<file path="config.mk">
export PLATFORM = sky130hd
export DESIGN_NAME = sync_fifo_rd_ctrl_flat
export DESIGN_NICKNAME = d
export VERILOG_FILES = /design/src/rtl/sync_fifo_rd_ctrl_if.sv /design/src/rtl/sync_fifo_rd_ctrl.sv /design/src/flat_wrapper.sv
export SDC_FILE = /design/constraint.sdc
export NUM_CORES = 1
export LEC_CHECK = 0
export BUFFER_PORTS_ARGS = -buffer_cell sky130_fd_sc_hd__buf_4
export CAP_MARGIN = 20
export CORE_MARGIN = 2
export CORE_UTILIZATION = 55
export CTS_CLUSTER_DIAMETER = 40
export DETAILED_ROUTE_END_ITERATION = 7
export GPL_TIMING_DRIVEN = 0
export PLACE_DENSITY_LB_ADDON = 0.12
export SYNTH_ARGS = -nofsm -noshare
export SYNTH_HDL_FRONTEND = slang
export SYNTH_SLANG_ARGS = --single-unit
</file>
<file path="constraint.sdc">
create_clock -name rclk -period 7.55 [get_ports rclk]
set_clock_uncertainty 0.1 [all_clocks]
set_input_delay 0.3775 -clock rclk [delete_from_list [all_inputs] [get_ports rclk]]
set_output_delay 0.3775 -clock rclk [all_outputs]
set_load 0.005 [all_outputs]
</file>
<file path="src/rtl/sync_fifo_rd_ctrl_if.sv">
// Bundle of push/pop and read-side status signals for sync_fifo_rd_ctrl.
// master = producer/consumer side, slave = FIFO controller side.
interface sync_fifo_rd_ctrl_if #(
  parameter int DATA_WIDTH    = 8,
  parameter int ADDRESS_WIDTH = 4
);
  // Handshake: write_enable/read_enable are requests sampled on each rising edge; a
  // request is taken only when the matching status allows it (push: !wrfull, or a
  // same-edge pop; pop: !rdempty). Rejected requests leave no trace except underflow.
  logic                     write_enable;
  logic [DATA_WIDTH-1:0]    write_data;
  logic                     read_enable;
  logic [ADDRESS_WIDTH-1:0] aempty_value;
  logic                     underflow_clr;
  logic [DATA_WIDTH-1:0]    read_data;
  logic                     rdempty;
  logic                     wrfull;
  logic                     rd_almost_empty;
  logic                     underflow;
  logic [ADDRESS_WIDTH:0]   fifo_read_count;
  logic [ADDRESS_WIDTH:0]   rd_level;

  modport master (
    output write_enable, write_data, read_enable, aempty_value, underflow_clr,
    input  read_data, rdempty, wrfull, rd_almost_empty, underflow,
           fifo_read_count, rd_level
  );

  modport slave (
    input  write_enable, write_data, read_enable, aempty_value, underflow_clr,
    output read_data, rdempty, wrfull, rd_almost_empty, underflow,
           fifo_read_count, rd_level
  );
endinterface

</file>
<file path="src/rtl/sync_fifo_rd_ctrl.sv">
// Single-clock FIFO with read-side status (almost-empty, sticky underflow, read count, level).
// Define SYNC_FIFO_RD_FWFT_EN for first-word-fall-through read data; default is registered.
module sync_fifo_rd_ctrl #(
  parameter int DATA_WIDTH    = 8,
  parameter int ADDRESS_WIDTH = 4
) (
  input logic                rclk,
  input logic                hw_rst,
  sync_fifo_rd_ctrl_if.slave bus
);
  localparam int DEPTH = 1 << ADDRESS_WIDTH;
  localparam int PW    = ADDRESS_WIDTH + 1;

  logic [DATA_WIDTH-1:0] mem_q [DEPTH];
  logic [PW-1:0]         wptr_q, wptr_d;
  logic [PW-1:0]         rptr_q, rptr_d;
  logic [PW-1:0]         count_q, count_d;
  logic                  underflow_q, underflow_d;
  logic [PW-1:0]         level;
  logic                  empty, full, push_ok, pop_ok;

  always_comb begin
    level   = wptr_q - rptr_q;
    empty   = (level == '0);
    full    = (level == PW'(DEPTH));
    pop_ok  = bus.read_enable && !empty;
    // When full, a same-edge pop frees the slot the push lands in.
    push_ok = bus.write_enable && (!full || pop_ok);
    wptr_d  = wptr_q + {{ADDRESS_WIDTH{1'b0}}, push_ok};
    rptr_d  = rptr_q + {{ADDRESS_WIDTH{1'b0}}, pop_ok};
    count_d = count_q + {{ADDRESS_WIDTH{1'b0}}, pop_ok};
    underflow_d = underflow_q;
    if (bus.read_enable && empty) underflow_d = 1'b1;
    else if (bus.underflow_clr)   underflow_d = 1'b0;
  end

  always_ff @(posedge rclk) begin
    if (hw_rst) begin
      wptr_q      <= '0;
      rptr_q      <= '0;
      count_q     <= '0;
      underflow_q <= 1'b0;
    end else begin
      wptr_q      <= wptr_d;
      rptr_q      <= rptr_d;
      count_q     <= count_d;
      underflow_q <= underflow_d;
    end
  end

  always_ff @(posedge rclk) begin
    if (!hw_rst && push_ok) mem_q[wptr_q[ADDRESS_WIDTH-1:0]] <= bus.write_data;
  end

`ifdef SYNC_FIFO_RD_FWFT_EN
  assign bus.read_data = empty ? '0 : mem_q[rptr_q[ADDRESS_WIDTH-1:0]];
`else
  logic [DATA_WIDTH-1:0] read_data_q, read_data_d;

  always_comb begin
    read_data_d = read_data_q;
    if (pop_ok) read_data_d = mem_q[rptr_q[ADDRESS_WIDTH-1:0]];
  end

  always_ff @(posedge rclk) begin
    if (hw_rst) read_data_q <= '0;
    else        read_data_q <= read_data_d;
  end

  assign bus.read_data = read_data_q;
`endif

  assign bus.rdempty         = empty;
  assign bus.wrfull          = full;
  assign bus.rd_almost_empty = (level <= {1'b0, bus.aempty_value});
  assign bus.underflow       = underflow_q;
  assign bus.fifo_read_count = count_q;
  assign bus.rd_level        = level;
endmodule

</file>
<file path="src/flat_wrapper.sv">
// flat-port wrapper written by rule: the top's interface ports become plain ports
module sync_fifo_rd_ctrl_flat 
#(
  parameter int DATA_WIDTH    = 8,
  parameter int ADDRESS_WIDTH = 4
)
  (rclk, hw_rst, bus_write_enable, bus_write_data, bus_read_enable, bus_aempty_value, bus_underflow_clr, bus_read_data, bus_rdempty, bus_wrfull, bus_rd_almost_empty, bus_underflow, bus_fifo_read_count, bus_rd_level);
  sync_fifo_rd_ctrl_if #(.DATA_WIDTH(DATA_WIDTH), .ADDRESS_WIDTH(ADDRESS_WIDTH)) bus_i ();
  input logic rclk;
  input logic hw_rst;
  input wire logic [$bits(bus_i.write_enable)-1:0] bus_write_enable;
  input wire logic [$bits(bus_i.write_data)-1:0] bus_write_data;
  input wire logic [$bits(bus_i.read_enable)-1:0] bus_read_enable;
  input wire logic [$bits(bus_i.aempty_value)-1:0] bus_aempty_value;
  input wire logic [$bits(bus_i.underflow_clr)-1:0] bus_underflow_clr;
  output wire logic [$bits(bus_i.read_data)-1:0] bus_read_data;
  output wire logic [$bits(bus_i.rdempty)-1:0] bus_rdempty;
  output wire logic [$bits(bus_i.wrfull)-1:0] bus_wrfull;
  output wire logic [$bits(bus_i.rd_almost_empty)-1:0] bus_rd_almost_empty;
  output wire logic [$bits(bus_i.underflow)-1:0] bus_underflow;
  output wire logic [$bits(bus_i.fifo_read_count)-1:0] bus_fifo_read_count;
  output wire logic [$bits(bus_i.rd_level)-1:0] bus_rd_level;
  assign bus_i.write_enable = bus_write_enable;
  assign bus_i.write_data = bus_write_data;
  assign bus_i.read_enable = bus_read_enable;
  assign bus_i.aempty_value = bus_aempty_value;
  assign bus_i.underflow_clr = bus_underflow_clr;
  assign bus_read_data = bus_i.read_data;
  assign bus_rdempty = bus_i.rdempty;
  assign bus_wrfull = bus_i.wrfull;
  assign bus_rd_almost_empty = bus_i.rd_almost_empty;
  assign bus_underflow = bus_i.underflow;
  assign bus_fifo_read_count = bus_i.fifo_read_count;
  assign bus_rd_level = bus_i.rd_level;
  sync_fifo_rd_ctrl #(.DATA_WIDTH(DATA_WIDTH), .ADDRESS_WIDTH(ADDRESS_WIDTH)) u_core (.rclk(rclk), .hw_rst(hw_rst), .bus(bus_i));
endmodule
</file>
# Word-level counts from Yosys, hierarchy flattened

Memories as Yosys holds them, arrays and structs flattened. A register that Yosys moved wholly into a read port is not among the register bits.
Cells that the tools add are included.

Reductions and logical operators: 10
Eq/ne operators: 1
Muxes and demuxes: 4
Magnitude comparators: 1
Add/sub/neg operators: 4

Operators with widths:

| kind                 | number |
|---|---|
| $add A5 B1 Y5        | 3 |
| $eq A5 B5 Y1 const B | 1 |
| $le A5 B4 Y1         | 1 |
| $logic_not A5 Y1     | 1 |
| $sub A5 B5 Y5        | 1 |
| $logic_and A1 B1 Y1  | 4 |
| $mux W1              | 4 |
| $logic_not A1 Y1     | 3 |
| $reduce_bool A2 Y1   | 1 |
| $logic_or A1 B1 Y1   | 1 |

Bits in writable memories: 128
Memories kept: 1
Register bits after elaboration: 16
Word-level logic and storage cells: 25

Memories:

| name         | words | width | rd ports | clocked after Yosys merged registers in | wr ports | RTL line                | text |
|---|---|---|---|---|---|---|---|
| u_core.mem_q | 16    | 8     | 1        | 1                                       | 1        | sync_fifo_rd_ctrl.sv:14 | `logic [DATA_WIDTH-1:0] mem_q [DEPTH];` |

# Depth between registers and ports, before layout

Depth after elaboration: 9
Gate-level depth with buffers: 16

# Worst setup path before layout

Ideal clock, no wire load.

Kind: register to register
Start point: reg u_core.rptr_q[1]
End point: reg u_core.wptr_q[4]
Data arrival time: 3.156 ns
Setup time: 0.128 ns
Path slack: 4.167 ns
Path buffers: 2
Required time: 7.322 ns
Cell stages (with the launch flop): 14
Path through: dfxtp_1 > clkbuf_1 > buf_2 > inv_1 > fa_1 > nand3b_1 > a211o_1 > a2111o_1 > and2_1 > ha_1 > ha_1 > nand3_1 > xor2_1 > nor2_1

Longest elaborated chain between the ends: 7
Elaborated cells between the ends (all ways): 9

Ends and longest elaborated chain:

| what                      | RTL line                | text |
|---|---|---|
| start: declaration        | sync_fifo_rd_ctrl.sv:16 | `logic [PW-1:0] rptr_q, rptr_d;` |
| start signal: assignment  | sync_fifo_rd_ctrl.sv:45 | `rptr_q <= rptr_d;` |
| $sub A5 B5 Y5 *           | sync_fifo_rd_ctrl.sv:23 | `level = wptr_q - rptr_q;` |
| named net bus_rd_level[1] | flat_wrapper.sv:22      | `output wire logic [$bits(bus_i.rd_level)-1:0] bus_rd_level;` |
| $logic_not A5 Y1          | sync_fifo_rd_ctrl.sv:24 | `empty = (level == '0);` |
| $logic_not A1 Y1          | sync_fifo_rd_ctrl.sv:26 | `pop_ok = bus.read_enable && !empty;` |
| $logic_and A1 B1 Y1       | sync_fifo_rd_ctrl.sv:26 |  |
| $logic_or A1 B1 Y1 *      | sync_fifo_rd_ctrl.sv:28 | `push_ok = bus.write_enable && (!full \|\| pop_ok);` |
| $logic_and A1 B1 Y1 *     | sync_fifo_rd_ctrl.sv:28 |  |
| $add A5 B1 Y5 *           | sync_fifo_rd_ctrl.sv:29 | `wptr_d = wptr_q + {{ADDRESS_WIDTH{1'b0}}, push_ok};` |
| end signal: assignment    | sync_fifo_rd_ctrl.sv:44 | `wptr_q <= wptr_d;` |
| end: declaration          | sync_fifo_rd_ctrl.sv:15 | `logic [PW-1:0] wptr_q, wptr_d;` |

The timed path passes the listed nets; every way through them passes the cells marked *.
A chain may end at the register's enable or synchronous reset.

# Worst setup path after layout

Start point: reg u_core.rptr_q[1]
End point: reg u_core.wptr_q[4]

Longest elaborated chain between the ends: 7
Elaborated cells between the ends (all ways): 9

Ends and longest elaborated chain:

| what                  | RTL line |
|---|---|
| $sub A5 B5 Y5 *       | sync_fifo_rd_ctrl.sv:23 |
| $logic_not A5 Y1      | sync_fifo_rd_ctrl.sv:24 |
| $logic_not A1 Y1      | sync_fifo_rd_ctrl.sv:26 |
| $logic_and A1 B1 Y1   | sync_fifo_rd_ctrl.sv:26 |
| $logic_or A1 B1 Y1 *  | sync_fifo_rd_ctrl.sv:28 |
| $logic_and A1 B1 Y1 * | sync_fifo_rd_ctrl.sv:28 |
| $add A5 B1 Y5 *       | sync_fifo_rd_ctrl.sv:29 |

Mark *: on every way between the ends. The rest lies on a longest branch, timed or not.

==> run metrics <==
total vias in the final route=between 3000 and 4000; Startpoint Class=flop; synth warn=0; start of the worst register-to-register path=u_core.rptr_q[1]$_SDFF_PP0_; CTS buffer count=17; drt total wl=about 12000 µm; final total power=approximately 2400 µW; Rel. slew slack=0.452; R2R depth=13; CTS tree=done; Vias/cell=slightly below 6; Max Freq=between 0.2 and 0.3 GHz; leakage power=0.00252 µW; Worst Tran Pin Value=a little over 0.8 ns; Synth Instances=around 370; antenna violations before repair=0; postcts setup bufs=0; clock slew at reported path FFs=~0.060 ns; synth top area cells=edfxtp_1, mux4_2, dfxtp_1; HP Class=input port to flop; worst reg2reg endpoint=u_core.wptr_q[4]$_SDFF_PP0_; clk root buf=clkbuf_16; Die Height=about 110 µm; maximum vdd drop=around 0.24 mV; die area=12300 µm²; Critical Path Sink=u_core.wptr_q[4]$_SDFF_PP0_; core region area=11000 µm²; endpoint class of the critical path=flop; worst-path fanout max=10; H-tree levels=4; Routability Congestion=around 0.8; initial drt markers=between 300 and 400; Final Hold Vio Count=0; WP data required=between 7 and 8 ns; largest area contributor in the netlist=edfxtp_1; detailed placement HPWL=~8100 µm; CP Launch Point=u_core.rptr_q[1]$_SDFF_PP0_; Power Dens Cells=333 nW/µm²; gr ovfl total=0; Period minus WS final=between 3 and 4 ns; period utilization=0.518; WS Path Type=flop to flop; CTS sink cnt=152; Max Slew Vio Count=0; Skew-Pair Late Insertion Delay=between 0.4 and 0.5 ns; Synth top area share=0.613; Die Wd=around 110 µm; post-route ant nets=0; largest net degree at the start of global routing=17; outcome=completed; Final #Nets=about 460; maxcap violations=0; asr flop ratio synth=0; DRT Pass-1 Iters=6; diode count=0; DRC violations left=0; Reg2Reg Setup Slack=about 3.6 ns; fill cell count=773; GR Util All Layers=0.214; Yosys cell types=42; Initial Util=0.571; first-pass GRT wire length=about 19000 µm; CTS resizes=0; CTS Hold Buffers Added=0; setup TNS=0 ns; Final setup viols=0; sequential fraction of the synthesis area=0.689; PortBufs=37; Crit path arrival time=4.11 ns; RSZ-0062 raised after global routing=false; layout cell share with drive strength beyond 1=0.296; I/O pins=39; Top FF cell, synth=edfxtp_1; vias in the first global route=about 3400; flip-flop and latch count after synthesis=between 150 and 200; syn_nets=about 400; Avg Inst Size Synth=between 15 and 20 µm²; number of flops mapped to enable cells by yosys=between 100 and 150; Synth Cell Area=between 6000 and 7000 µm²; Cell Rows=38; Wirelength per Cell=21.5 µm; P&R area growth vs syn=17.0%; Longest Clk Path Bufs=2
==> critical path, cell delays in order (launching register included) <==
cell	delay [ns]
dfxtp_1	0.34
clkbuf_1	0.33
buf_2	0.37
inv_1	0.13
fa_1	0.56
nand3b_1	0.20
a211o_1	0.32
a2111o_1	0.50
and2_1	0.22
ha_1	0.19
ha_1	0.21
nand3_1	0.11
xor2_1	0.15
nor2_1	0.05
==> kinds of logic (layout without fill, tap and decap cells) <==
| family | Yosys count | in the layout | share of synthesized area |
|---|---|---|---|
| mux | 32 | 32 | 0.115 |
| compound gates | 44 | 44 | 0.0533 |
| simple gates | 82 | 82 | 0.0682 |
| fa+ha+maj | 15 | 15 | 0.0311 |
| xor+xnor | 12 | 12 | 0.0168 |
| buf+inv | 30 | 99 | 0.0263 |
| flops | 152 | 152 | 0.689 |
==> cell usage after synthesis (all sizes together), types with 2 or more instances <==
library cell and instances:
edfxtp 128, mux4 32, nor2 30, dfxtp 24, a22oi 16, nand3 16, ha 14, a21oi 13
buf 11, inv 11, nand2 10, nor2b 10, o21ai 9, xor2 8, clkbuf 7, nand4 5
xnor2 4, nand3b 3, and2 2
==> cell type report <==
type / count / area (µm²) / area share
sequential: 152 / 4320 / 0.589
multi-input combinational: 185 / 1780 / 0.243
clock buffer: 19 / 433 / 0.0590
timing repair buffer: 37 / 278 / 0.0379
clock inverter: 13 / 178 / 0.0242
tap: 140 / 175 / 0.0239
buffer: 18 / 116 / 0.0159
inverter: 12 / 48.8 / 0.00665
==> per-layer routing <==
layer,share of wire,up-vias,global-route usage
met5,0,-,0
met4,0.026,0,0.0917
met3,0.048,21,0.0498
met2,0.50,114,0.346
met1,0.43,1685,0.280
li1,-,1546,-
==> report_power, final <==
part           internal [µW]  total [µW]  switching, µW
Clock                    550         868            318
Sequential               945         969           23.6
Combinational            300         603            303
Total                   1800        2440            645
==> sequential cells by signal, summed over array words and instances (netlist names) <==
signal,flops
u_core.bus.underflow,1
u_core.bus.read_data,8
u_core.rptr_q,5
u_core.mem_q,128
u_core.bus.fifo_read_count,5
u_core.wptr_q,5
==> placed cells by master (no fill, tap or decap), types with 4 or more instances in the layout <==
cell / count
a21oi_1: 6
a21oi_2: 7
a22oi_1: 16
buf_2: 5
buf_4: 38
bufinv_16: 4
clkbuf_1: 9
clkbuf_16: 17
clkinv_2: 4
dfxtp_1: 24
edfxtp_1: 128
ha_1: 14
inv_1: 10
mux4_2: 32
nand2_1: 10
nand3_1: 16
nand4_2: 4
nor2_1: 30
nor2b_1: 10
o21ai_2: 7
xnor2_1: 4
xor2_1: 8
==> worst min-delay path by stage <==
stage,start,endpoint,depth (start not counted)
3_5_place_dp,u_core.bus.read_data[6]$_SDFFE_PP0N_,u_core.bus.read_data[6]$_SDFFE_PP0N_,2
4_1_cts,bus_underflow_clr,u_core.bus.underflow$_SDFFE_PP0P_,4
6_report,bus_underflow_clr,u_core.bus.underflow$_SDFFE_PP0P_,4
2_1_floorplan,u_core.bus.read_data[0]$_SDFFE_PP0N_,u_core.bus.read_data[0]$_SDFFE_PP0N_,2
5_1_grt,bus_underflow_clr,u_core.bus.underflow$_SDFFE_PP0P_,4
3_3_place_gp,u_core.bus.read_data[2]$_SDFFE_PP0N_,u_core.bus.read_data[2]$_SDFFE_PP0N_,2
==> per-stage QoR <==
step	instance area [µm²]	util	hold slack (ns)	setup WS, ns	cells
2_1_floorplan	6270	-	0.363	4.17	367
3_3_place_gp	6730	0.612	0.358	3.72	544
3_5_place_dp	6730	0.612	0.365	3.61	544
4_1_cts	7340	0.668	0.140	3.59	576
5_1_grt	7340	0.668	0.174	3.39	576
6_report	7340	0.668	0.161	3.64	576
Note: power is estimated with default switching activity, not from simulation.
